### config.mk
export PLATFORM = sky130hd
export DESIGN_NAME = ifmap_spad_fill_ctrl
export DESIGN_NICKNAME = d
export VERILOG_FILES = /design/src/rtl/ifmap_spad_fill_ctrl_pkg.sv /design/src/rtl/spad_ptr_wrap.sv /design/src/rtl/ifmap_spad_fill_ctrl.sv
export SDC_FILE = /design/constraint.sdc
export NUM_CORES = 1
export LEC_CHECK = 0
export ABC_AREA = 1
export BUFFER_PORTS_ARGS = -buffer_cell sky130_fd_sc_hd__buf_4
export CORE_UTILIZATION = 45
export CTS_BUF_LIST = sky130_fd_sc_hd__clkbuf_4 sky130_fd_sc_hd__clkbuf_8 sky130_fd_sc_hd__clkbuf_16
export CTS_CLUSTER_SIZE = 28
export DETAILED_ROUTE_END_ITERATION = 16
export PLACE_DENSITY = 0.72
export SYNTH_ARGS = -nofsm -noshare
export SYNTH_HDL_FRONTEND = slang
export SYNTH_SLANG_ARGS = --single-unit
### constraint.sdc
create_clock -name clk -period 5 [get_ports clk]
set_clock_uncertainty 0.2 [all_clocks]
set_input_delay 0.75 -clock clk [delete_from_list [all_inputs] [get_ports clk]]
set_output_delay 0.75 -clock clk [all_outputs]
set_load 0.02 [all_outputs]
### src/rtl/ifmap_spad_fill_ctrl_pkg.sv
// Shared definitions for the IFMap scratchpad fill path: FSM encoding and the
// address/count width helpers used by the scratchpad and its read controller.
package ifmap_spad_fill_ctrl_pkg;

   typedef enum logic [1:0] {
      IDLE = 2'd0,
      FILL = 2'd1,
      DONE = 2'd2
   } fill_state_t;

   function automatic int addr_width(input int rows);
      return (rows > 1) ? $clog2(rows) : 1;
   endfunction

   // One extra value so a completely full scratchpad can be counted.
   function automatic int cnt_width(input int rows);
      return $clog2(rows + 1);
   endfunction

endpackage

### src/rtl/spad_ptr_wrap.sv
// Modulo-ROW pointer that advances by a variable amount, with an optional
// direct load that takes priority over the advance.
module spad_ptr_wrap #(
   parameter int ROW    = 12,
   parameter int ADDR_W = 4,
   parameter int INC_W  = 4
) (
   input  logic              clk,
   input  logic              rst,
   input  logic              en,
   input  logic [INC_W-1:0]  inc,
   input  logic              load,
   input  logic [ADDR_W-1:0] load_val,
   output logic [ADDR_W-1:0] ptr
);

   localparam int SUM_W = ((ADDR_W > INC_W) ? ADDR_W : INC_W) + 2;
   localparam logic [SUM_W-1:0] ROW_S = SUM_W'(ROW);

   logic [SUM_W-1:0] sum;
   logic [SUM_W-1:0] once;
   logic [SUM_W-1:0] twice;
   logic [ADDR_W-1:0] ptr_next;

   // inc can reach about 2*ROW, so two conditional subtractions cover every case.
   always_comb begin
      sum      = SUM_W'(ptr) + SUM_W'(inc);
      once     = (sum >= ROW_S) ? (sum - ROW_S) : sum;
      twice    = (once >= ROW_S) ? (once - ROW_S) : once;
      ptr_next = ptr;
      if (load) begin
         ptr_next = load_val;
      end else if (en) begin
         ptr_next = ADDR_W'(twice);
      end
   end

   always_ff @(posedge clk) begin
      if (rst) begin
         ptr <= '0;
      end else begin
         ptr <= ptr_next;
      end
   end

endmodule

### src/rtl/ifmap_spad_fill_ctrl.sv
// Streams row_len words from the IFMap buffer into a circular scratchpad,
// writing only into slots the PE datapath has released.
module ifmap_spad_fill_ctrl
   import ifmap_spad_fill_ctrl_pkg::*;
#(
   parameter int IFMAP_SPAD_WIDTH = 16,
   parameter int IFMAP_SPAD_ROW   = 12,
   parameter int LEN_W            = 8,
   localparam int ADDR_W = addr_width(IFMAP_SPAD_ROW),
   localparam int CNT_W  = cnt_width(IFMAP_SPAD_ROW)
) (
   input  logic                        clk,
   input  logic                        rst,
   input  logic                        start,
   input  logic [LEN_W-1:0]            row_len,
   input  logic [IFMAP_SPAD_WIDTH-1:0] buf_dout,
   input  logic                        buf_empty,
   output logic                        buf_ren,
   output logic [IFMAP_SPAD_WIDTH-1:0] spad_din,
   output logic [ADDR_W-1:0]           spad_waddr,
   output logic                        spad_wen,
   input  logic                        rel,
   input  logic [CNT_W-1:0]            rel_num,
   output logic [ADDR_W-1:0]           rd_base,
   output logic [CNT_W-1:0]            occupancy,
   output logic                        full,
   output logic                        busy,
   output logic                        done
);

   localparam logic [CNT_W:0]  ROW_C    = (CNT_W+1)'(IFMAP_SPAD_ROW);
   localparam logic [ADDR_W-1:0] LAST_A = ADDR_W'(IFMAP_SPAD_ROW - 1);

   fill_state_t       state;
   fill_state_t       state_next;
   logic [LEN_W-1:0]  remaining;
   logic              inflight;
   logic              issue;
   logic [CNT_W:0]    committed;
   logic              over_release;
   logic [ADDR_W-1:0] wptr;
   logic [ADDR_W-1:0] wptr_after;

   // Words already requested from the buffer count against free space.
   assign committed    = {1'b0, occupancy} + (CNT_W+1)'(inflight);
   assign issue        = (state == FILL) && (remaining != '0) && !buf_empty
                         && (committed < ROW_C);
   assign over_release = rel && ({1'b0, rel_num} > committed);

   assign buf_ren    = issue;
   assign spad_wen   = inflight;
   assign spad_din   = buf_dout;
   assign spad_waddr = wptr;
   assign busy       = (state != IDLE);
   assign done       = (state == DONE);
   assign full       = (occupancy == CNT_W'(IFMAP_SPAD_ROW));

   // Where the write pointer lands after this cycle's write; an over-release
   // snaps the read base there so the store reads as empty.
   assign wptr_after = !spad_wen ? wptr : ((wptr == LAST_A) ? '0 : wptr + ADDR_W'(1));

   always_comb begin
      state_next = state;
      unique case (state)
         IDLE:    if (start) state_next = (row_len == '0) ? DONE : FILL;
         FILL:    if (remaining == '0) state_next = DONE;
         DONE:    state_next = IDLE;
         default: state_next = IDLE;
      endcase
   end

   // The final write is still in flight when remaining hits zero, so done
   // lands exactly one cycle after it.
   always_ff @(posedge clk) begin
      if (rst) begin
         state     <= IDLE;
         remaining <= '0;
         inflight  <= 1'b0;
         occupancy <= '0;
      end else begin
         state    <= state_next;
         inflight <= issue;
         if ((state == IDLE) && start) begin
            remaining <= row_len;
         end else if (issue) begin
            remaining <= remaining - LEN_W'(1);
         end
         if (over_release) begin
            occupancy <= '0;
         end else if (rel) begin
            occupancy <= CNT_W'(committed - {1'b0, rel_num});
         end else begin
            occupancy <= CNT_W'(committed);
         end
      end
   end

   spad_ptr_wrap #(
      .ROW    (IFMAP_SPAD_ROW),
      .ADDR_W (ADDR_W),
      .INC_W  (1)
   ) u_wptr (
      .clk      (clk),
      .rst      (rst),
      .en       (spad_wen),
      .inc      (1'b1),
      .load     (1'b0),
      .load_val ('0),
      .ptr      (wptr)
   );

   spad_ptr_wrap #(
      .ROW    (IFMAP_SPAD_ROW),
      .ADDR_W (ADDR_W),
      .INC_W  (CNT_W)
   ) u_rd_base (
      .clk      (clk),
      .rst      (rst),
      .en       (rel),
      .inc      (rel_num),
      .load     (over_release),
      .load_val (wptr_after),
      .ptr      (rd_base)
   );

endmodule
==> results of run 1 <==
## state kept, by name, summed over array words and instances, names as in the netlist
| name | count |
|---|---|
| state | 2 |
| spad_wen | 1 |
| occupancy | 4 |
| u_rd_base.ptr | 4 |
| remaining | 8 |
| u_wptr.ptr | 4 |
## layout make-up
| type | count | area [um^2] |
|---|---|---|
| flip-flops and latches | 23 | 460 |
| clock buffers | 3 | 41.3 |
| multi-input cells | 200 | 1200 |
| clock inverters | 1 | 5.00 |
| fillers | 430 | 1910 |
| well taps | 50 | 62.6 |
| repair buffers | 33 | 248 |
| inverters | 43 | 161 |
## metrics by stage
stage	worst slack (ns)	utilization	std cells	instance area, um^2	power, mW
after CTS	1.88	0.533	353	2180	0.660
after floorplan	1.90	-	286	1960	0.481
after detailed placement	1.61	0.522	349	2130	0.540
after global routing	1.59	0.533	353	2180	0.727
final	1.89	0.533	353	2180	0.655
after global placement	1.70	0.522	349	2130	0.531
## cell usage after synthesis, drive strengths merged
library cell  count
nand2            54
inv              42
nor2             32
nand3            26
a21oi            25
dfxtp            23
ha               20
buf              18
o21ai            12
xor2              8
or2               5
a211oi            4
xnor2             4
nand3b            3
clkbuf            2
fa                2
a31oi             1
clkinv            1
nor3              1
o211ai            1
o21a              1
or4               1
## metal layers
layer	share of wire	routed length, um
met1	0.50	1870
met2	0.46	1730
met3	0.037	138
met4	0.010	38
met5	0	0
## power groups by stage
| stage | Combinational, mW | Clock [mW] | Sequential [mW] |
|---|---|---|---|
| 4_1_cts | 0.315 | 0.122 | 0.223 |
| 2_1_floorplan | 0.245 | 0 | 0.236 |
| 5_1_grt | 0.369 | 0.132 | 0.226 |
| 3_3_place_gp | 0.304 | 0 | 0.227 |
| 3_5_place_dp | 0.313 | 0 | 0.227 |
| 6_report | 0.314 | 0.118 | 0.223 |
## cell families (layout without fill, tap and decap cells)
group / after synthesis / in the layout / synth area share
and+or+nand+nor: 122 / 122 / 0.275
DFF: 23 / 23 / 0.235
buffers and inverters: 63 / 80 / 0.153
AOI/OAI and AO/OA: 44 / 44 / 0.128
xor gates and xnor gates: 12 / 12 / 0.0613
adders and majority gates: 22 / 22 / 0.148
## worst min path at each step
stage	start	end	slack (ns)	cells after the start
2_1_floorplan	remaining[0]$_SDFFE_PP0P_	remaining[0]$_SDFFE_PP0P_	0.24	1
3_3_place_gp	remaining[0]$_SDFFE_PP0P_	remaining[0]$_SDFFE_PP0P_	0.27	1
3_5_place_dp	remaining[0]$_SDFFE_PP0P_	remaining[0]$_SDFFE_PP0P_	0.26	1
4_1_cts	remaining[0]$_SDFFE_PP0P_	remaining[0]$_SDFFE_PP0P_	0.28	1
5_1_grt	remaining[0]$_SDFFE_PP0P_	remaining[0]$_SDFFE_PP0P_	0.30	1
6_report	remaining[0]$_SDFFE_PP0P_	remaining[0]$_SDFFE_PP0P_	0.28	1
## cell usage in the layout (no fill, tap or decap), types with 2 or more instances in the layout
| master | n |
|---|---|
| a21oi_2 | 3 |
| inv_1 | 39 |
| ha_1 | 20 |
| xnor2_1 | 3 |
| or2_2 | 3 |
| inv_2 | 3 |
| nand3_1 | 25 |
| o21ai_0 | 9 |
| nand3b_1 | 3 |
| o21ai_1 | 2 |
| nand2_1 | 51 |
| nand2_2 | 2 |
| buf_4 | 33 |
| xor2_1 | 7 |
| nor2_1 | 31 |
| fa_1 | 2 |
| clkbuf_8 | 3 |
| a211oi_1 | 4 |
| a21oi_1 | 22 |
| dfxtp_1 | 23 |
==> metrics, run 1 <==
Final ANT Viol Nets=0; die area=0.00462 mm^2; Die X=68.0 um; total wire length=3780 um; routing usage on met2=0.308; DRT Pass-1 Iters=4; nets=359; Synth Instances=286; WL/cell=10.7 um; largest net degree at the start of global routing=16; maximum VDD drop=0.168 mV; DR vias=1736; Routability Congestion=0.807; Fin. Hold Viols=0; clock slew at reported path FFs=0.09 ns; Critical Path Source=rel_num[0]; vias in the first global route=1549; total of max-cap violations=0; initial antenna violation count=0; HPWL Detailed=3020 um; die height=68.0 um; Row Count=23; clock sinks=23; Inserted Clock Buffers=3; CTS Hold Bufs=0; Initial Utilization=0.480; Core Area=0.00409 mm^2; total track usage=0.183; Synth-to-Final Area Change=11.2%; cell leakage power=1.08 nW; drc violations=0; number of vias per cell=4.92; Max stage delay on crit path=0.39 ns; RSZ-0062 raised after global routing=no; Clk Latency, worst-skew pair=0.27 ns; crit path to=u_rd_base.ptr[2]$_SDFFE_PP0P_; Initial DRC Count=61; Top Usage Layer GRT=met2; gr ovfl total=0; io pins=66; H-tree depth=1; Worst R2R Start=u_rd_base.ptr[0]$_SDFFE_PP0P_; CP Depth=15; Rel. slew slack=0.686; Worst-Margin Slew=0.470 ns; number of setup violations in the final report=0; Seq cells post-synth=23; part of the power in registers=0.340; GRT met3 Usage=0.0367; syn avg cell area=6.86 um^2; worst-path maximum fanout=3; setup TNS=0 ns; pwr dens=300 mW/mm^2; crit path launch type=primary input; min-delay worst type=reg -> reg; Clk network pwr share=0.181; Post-Syn Area=0.00196 mm^2; syn nets=341; crit path time final=3.11 ns; Yosys top cell by area=dfxtp_1; share of the synthesized area in the top cell type=0.235; r2r setup slk=2.07 ns; post-synthesis sequential area ratio=0.235; most area-consuming cells after synthesis=dfxtp_1 (23%), ha_1 (13%), nand2_1 (9.8%), inv_1 (7.5%), nand3_1 (6.4%); Resized cells post-CTS=0; Switch Pwr=0.266 mW; Clock Tree Root=clkbuf_8; Slew Viols, Final=0; TritonCTS clock tree=built; period utilization=0.622; CP endpoint kind=register; first-pass GRT wire length=6510 um; Worst path slowest cell=fa_1; Max Clk Rate=322 MHz; met1 usage=0.236; port bufs=33; clock buffer depth=2; synth unique cells=37; WP buf/inv=4; Synth warnings=0; Cell Chain, Critical Path=buf_4 -> ha_1 -> inv_1 -> fa_1 -> xor2_1 -> inv_1 -> ha_1 -> nand3b_1 -> xor2_1 -> ha_1 -> inv_1 -> nand2_1 -> or2_0 -> nand2_1 -> a21oi_1; Worst EP required=4.97 ns; status=complete, no violations; crit path DAT=3.08 ns; Setup Fix Bufs, Post-CTS=0; switching fraction of total power=0.406; Gate power share=0.479; reg2reg path depth=14; WHS=0.281 ns; ANT cells=0; R2R Path End=u_rd_base.ptr[2]$_SDFFE_PP0P_; share of layout cells above drive strength 1=0.178; Int Power=0.389 mW; crit path kind=in -> reg; Top delay family on crit path=adder cells
Note: power is estimated with default switching activity, not from simulation.
==> run 2: changes to the inputs <==
clock period = 3.09 ns   (was 5 ns; I/O delays follow)
==> run 2 against run 1 <==
Critical path depth down 1. Worst setup slack worse by 1.7 ns. Utilization up 0.18 points. Power up 61%. Routed wire length up 1.6%. Sequential share of layout area down 0.073 points. Via count up 0.86%. Largest cell class unchanged. Highest routed layer unchanged.
==> metrics, run 2 (same netlist as run 1, synthesis figures left out) <==
Setup Fix Bufs, Post-CTS=0; H-tree depth=1; Fin. Hold Viols=0; setup TNS=0 ns; drc violations=0; share of layout cells above drive strength 1=0.181; status=complete, no violations; Synth-to-Final Area Change=11.6%; clock sinks=23; DRT Pass-1 Iters=4; total of max-cap violations=0; io pins=66; pwr dens=483 mW/mm^2; ANT cells=0; metal2 WL=1810 um; total track usage=0.182; Worst EP required=3.06 ns; crit path launch type=register; Reg with most FFs=remaining; crit path kind=reg -> reg; first-pass GRT wire length=6380 um; maximum VDD drop=0.270 mV; Final ANT Viol Nets=0; min-delay worst type=in -> reg; CP endpoint kind=register; vias in the first global route=1522; Clock Tree Root=clkbuf_8; crit path time final=2.86 ns; period utilization=0.926; initial antenna violation count=0; die area=0.00462 mm^2; die height=68.0 um; clock slew at reported path FFs=0.09 ns; Core Area=0.00409 mm^2; TritonCTS clock tree=built; Routability Congestion=0.791; Largest register FFs=8; largest net degree at the start of global routing=16; number of vias per cell=4.95; Die X=68.0 um; clock buffer depth=2; Initial Utilization=0.480; RSZ-0062 raised after global routing=no; HPWL Detailed=3060 um; Row Count=23; worst-path maximum fanout=3; Rel. slew slack=0.684; DR vias=1751; commonest non-fill, non-tap cell in the layout=nand2_1; WL/cell=10.8 um; placed cells=350; Initial DRC Count=51; total wire length=3840 um; cell leakage power=1.09 nW; crit path DAT=2.83 ns; post-route cell area=0.00219 mm^2; most frequent cells in the layout=nand2_1 (51), inv_1 (39), buf_4 (34); met1 wire length=1800 um; Slew Viols, Final=0; gr ovfl total=0; Clk Latency, worst-skew pair=0.27 ns; Finished Layout Cells=354; nets=360; Inserted Clock Buffers=3; routed wl met3=184 um; number of setup violations in the final report=0; Resized cells post-CTS=0; Max Clk Rate=349 MHz; CTS Hold Bufs=0; Placed Area=0.00214 mm^2; port bufs=33; Worst-Margin Slew=0.473 ns; top sig layer=met4
## run 2: cell types whose count changed in the layout (fill, tap and decap cells not counted)
| cell | delta |
|---|---|
| buf_4 | +1 |
## run 2: metal layers
| layer | vias to the layer above | track usage |
|---|---|---|
| met5 | - | 0 |
| met4 | 0 | 0.0495 |
| met3 | 6 | 0.0383 |
| met2 | 36 | 0.315 |
| met1 | 771 | 0.225 |
| li1 | 938 | - |
## run 2: final cells by class
cell class              instances  area (um^2)
inverters                      43          161
repair buffers                 34          255
flip-flops and latches         23          460
clock inverters                 1         5.00
clock buffers                   3         41.3
multi-input cells             200         1200
fillers                       419         1900
well taps                      50         62.6
## run 2: worst max-delay path, stage by stage, from the launching register on
cell and delay, ns:
dfxtp_1 0.36, ha_1 0.19, inv_1 0.06, fa_1 0.38, xor2_1 0.21, inv_1 0.09, ha_1 0.21, nand3b_1 0.21
xor2_1 0.20, ha_1 0.21, inv_1 0.06, nand2_1 0.07, or2_0 0.20, nand2_1 0.07, a21oi_1 0.05
## run 2: final timing paths
check | slack [ns] | cells past startpoint | start | endpoint
setup reg to reg | 0.23 | 14 | u_rd_base.ptr[0]$_SDFFE_PP0P_ | u_rd_base.ptr[2]$_SDFFE_PP0P_
setup / recovery | 0.23 | 14 | u_rd_base.ptr[0]$_SDFFE_PP0P_ | u_rd_base.ptr[2]$_SDFFE_PP0P_
hold reg to reg | 0.28 | 1 | remaining[0]$_SDFFE_PP0P_ | remaining[0]$_SDFFE_PP0P_
hold / removal | 0.26 | 3 | start | state[1]$_SDFFE_PP0P_
## run 2: through the flow
| step | power (mW) | utilization | hold WS, ns | worst slack [ns] |
|---|---|---|---|---|
| after floorplan | 0.778 | - | 0.236 | 0.234 |
| after global placement | 0.862 | 0.524 | 0.265 | 0.0757 |
| after detailed placement | 0.874 | 0.524 | 0.268 | 0.0186 |
| after CTS | 1.06 | 0.535 | 0.253 | 0.216 |
| after global routing | 1.16 | 0.535 | 0.268 | 0.0117 |
| final | 1.06 | 0.535 | 0.259 | 0.228 |
## run 2: power breakdown
| part | leakage, nW | switching (mW) | internal [mW] |
|---|---|---|---|
| Clock | 0.0255 | 0.102 | 0.0903 |
| Sequential | 0.189 | 0.0294 | 0.331 |
| Combinational | 0.875 | 0.295 | 0.209 |
==> run 3: changes to the inputs <==
PLACE_DENSITY = 0.7   (was 0.72)
SYNTH_HIERARCHICAL = 1   (was unset)
==> run 3 against run 2 <==
Global-route usage is 0.16 points lower. Via count increased by 28%. Final cell count up 33%. Power is 34% higher. Die area up 17%. First-iteration DRC count increased by 65%. Fmax increased by 2.0%. Synthesized cell count is 31% higher. Sequential cell count did not move.
==> metrics, run 3 <==
status=complete, no violations; Die X=73.6 um; Power Total=1.41 mW; Yosys top cell by area=dfxtp_1; Core Area=0.00482 mm^2; Max Clk Rate=357 MHz; most area-consuming cells after synthesis=dfxtp_1 (20%), nand2_1 (15%), ha_1 (11%), inv_1 (11%), nand3_1 (8.0%); cell leakage power=1.43 nW; Clk Latency, worst-skew pair=0.27 ns; Row Count=25; largest net degree at the start of global routing=18; most common cell in the synthesized netlist=nand2_1; Worst path slowest cell=fa_1; min-delay worst type=in -> reg; switching fraction of total power=0.463; WP buf/inv=5; Clock Tree Root=clkbuf_8; maximum VDD drop=0.413 mV; H-tree depth=1; Inserted Clock Buffers=3; Seq cells post-synth=23; pwr dens=540 mW/mm^2; WL/cell=10.1 um; die height=73.6 um; nets=461; Post-Syn Area=0.00231 mm^2; io pins=66; vias in the first global route=1873; Initial DRC Count=84; Switch Pwr=0.655 mW; Int Power=0.759 mW; number of vias per cell=4.75; die area=0.00541 mm^2; DRT Pass-1 Iters=4; CP endpoint kind=register; synth unique cells=32; syn avg cell area=6.17 um^2; most frequent cells in the layout=nand2_1 (94), inv_1 (65), nor2_1 (41); part of the power in registers=0.279; gr ovfl total=0; initial antenna violation count=0; Initial Utilization=0.479; port bufs=33; Reg with most FFs=remaining; Post-synth ARST share=0; total of max-cap violations=0; top_reg_cell synth=dfxtp_1; total track usage=0.180; Worst EP required=3.10 ns; Largest register FFs=8; TritonCTS clock tree=built; WHS=0.252 ns; total wire length=4750 um; clock sinks=23; post-synthesis sequential area ratio=0.200; Synth Instances=374; crit path launch type=register; crit path DAT=2.81 ns; Max stage delay on crit path=0.42 ns; drc violations=0; Clk network pwr share=0.140; ANT cells=0; share of the synthesized area in the top cell type=0.200; Synth warnings=6; first-pass GRT wire length=7840 um; number of setup violations in the final report=0; Post-synth EDFFs=0; Final Util=0.543; clock buffer depth=2; Gate power share=0.581; crit path kind=reg -> reg; Routability Congestion=0.800; Final ANT Viol Nets=0; Synth-to-Final Area Change=13.5%; clock slew at reported path FFs=0.09 ns; share of layout cells above drive strength 1=0.163; Top delay family on crit path=adder cells; CP most frequent cell=inv_1; worst-path maximum fanout=3; Slew Viols, Final=0; DR vias=2238; RSZ-0062 raised after global routing=no; crit path time final=2.80 ns; period utilization=0.908; HPWL Detailed=3790 um; top cells by count, synth=nand2_1 (94), inv_1 (65), nor2_1 (41); Cell Chain, Critical Path=ha_2 -> inv_1 -> fa_1 -> xor2_2 -> inv_1 -> ha_1 -> nand3b_1 -> inv_1 -> nand2_1 -> nand2_2 -> inv_2 -> ha_1 -> inv_1 -> nand2_1 -> nand2_1 -> nand3_1 -> a21oi_1; commonest non-fill, non-tap cell in the layout=nand2_1; Fin. Hold Viols=0
-- run 3: cell count changes in the layout (fill, tap and decap cells not counted), sizes merged, moves of 4 or more --
cell and delta:
xor2 -4, nor2 +12, a22oi +4, xnor2 -4, conb +11, nand3 +15, a21oi -14, nand2 +52
or2 -4, inv +26, nand4 +7
-- run 3: timing repair --
action | CTS | global route
buffers inserted | 0 | 1
endpoints found under the setup margin | 0 | 2
resized for setup | 0 | 3
hold buffers | 0 | 0
-- run 3: stage by stage --
| stage | area, um^2 | cells | setup TNS (ns) | setup WS, ns |
|---|---|---|---|---|
| after global placement | 2550 | 466 | 0 | 0.0814 |
| after CTS | 2600 | 470 | 0 | 0.138 |
| after floorplan | 2340 | 383 | 0 | 0.257 |
| after detailed placement | 2550 | 466 | -0.0609 | -0.0338 |
| after global routing | 2620 | 471 | 0 | 0.0311 |
| final | 2620 | 471 | 0 | 0.285 |
-- run 3: area by class of cell --
| class | count | area, um^2 |
|---|---|---|
| Fill cell | 534 | 2200 |
| Inverter | 68 | 255 |
| Sequential cell | 23 | 462 |
| Clock buffer | 3 | 41.3 |
| Clock inverter | 1 | 7.51 |
| Multi-Input combinational cell | 274 | 1510 |
| Tap cell | 67 | 83.8 |
| Timing Repair Buffer | 35 | 263 |
-- run 3: final timing paths --
path,startpoint,to,cells after the start,slack [ns]
setup / recovery,u_rd_base/ptr[0]$_SDFFE_PP0P_,u_rd_base/ptr[3]$_SDFFE_PP0P_,17,0.29
hold / removal,rst,u_rd_base/ptr[2]$_SDFFE_PP0P_,2,0.25
hold reg to reg,state[0]$_SDFFE_PP0P_,state[1]$_SDFFE_PP0P_,1,0.33
setup reg to reg,u_rd_base/ptr[0]$_SDFFE_PP0P_,u_rd_base/ptr[3]$_SDFFE_PP0P_,17,0.29
-- run 3: power by group through the flow --
stage | registers (mW) | clock network [mW] | logic, mW
floorplan | 0.419 | 0 | 0.625
detailed placement | 0.401 | 0 | 0.800
finish | 0.395 | 0.198 | 0.821
global placement | 0.401 | 0 | 0.773
global route | 0.402 | 0.213 | 0.957
CTS | 0.395 | 0.203 | 0.805
-- run 3: routing by layer --
metal / part of all wire / GRT usage
met1: 0.47 / 0.225
met2: 0.47 / 0.324
met3: 0.041 / 0.0274
met4: 0.010 / 0.0406
met5: 0 / 0
-- run 3: worst reg2reg max path, stage by stage, from the launching register on --
cell	delay [ns]
dfxtp_2	0.35
ha_2	0.19
inv_1	0.05
fa_1	0.42
xor2_2	0.19
inv_1	0.08
ha_1	0.20
nand3b_1	0.19
inv_1	0.09
nand2_1	0.06
nand2_2	0.08
inv_2	0.04
ha_1	0.18
inv_1	0.09
nand2_1	0.08
nand2_1	0.06
nand3_1	0.06
a21oi_1	0.13
-- run 3: kinds of logic (layout without fill, tap and decap cells) --
logic type | Yosys count | count (layout) | synth area share
simple gates | 201 | 201 | 0.397
fa+ha+maj | 23 | 23 | 0.131
flops | 23 | 23 | 0.200
xor+xnor | 4 | 4 | 0.0152
compound gates | 35 | 35 | 0.0874
buf+inv | 86 | 107 | 0.167
other cells | 2 | 11 | 0.00326
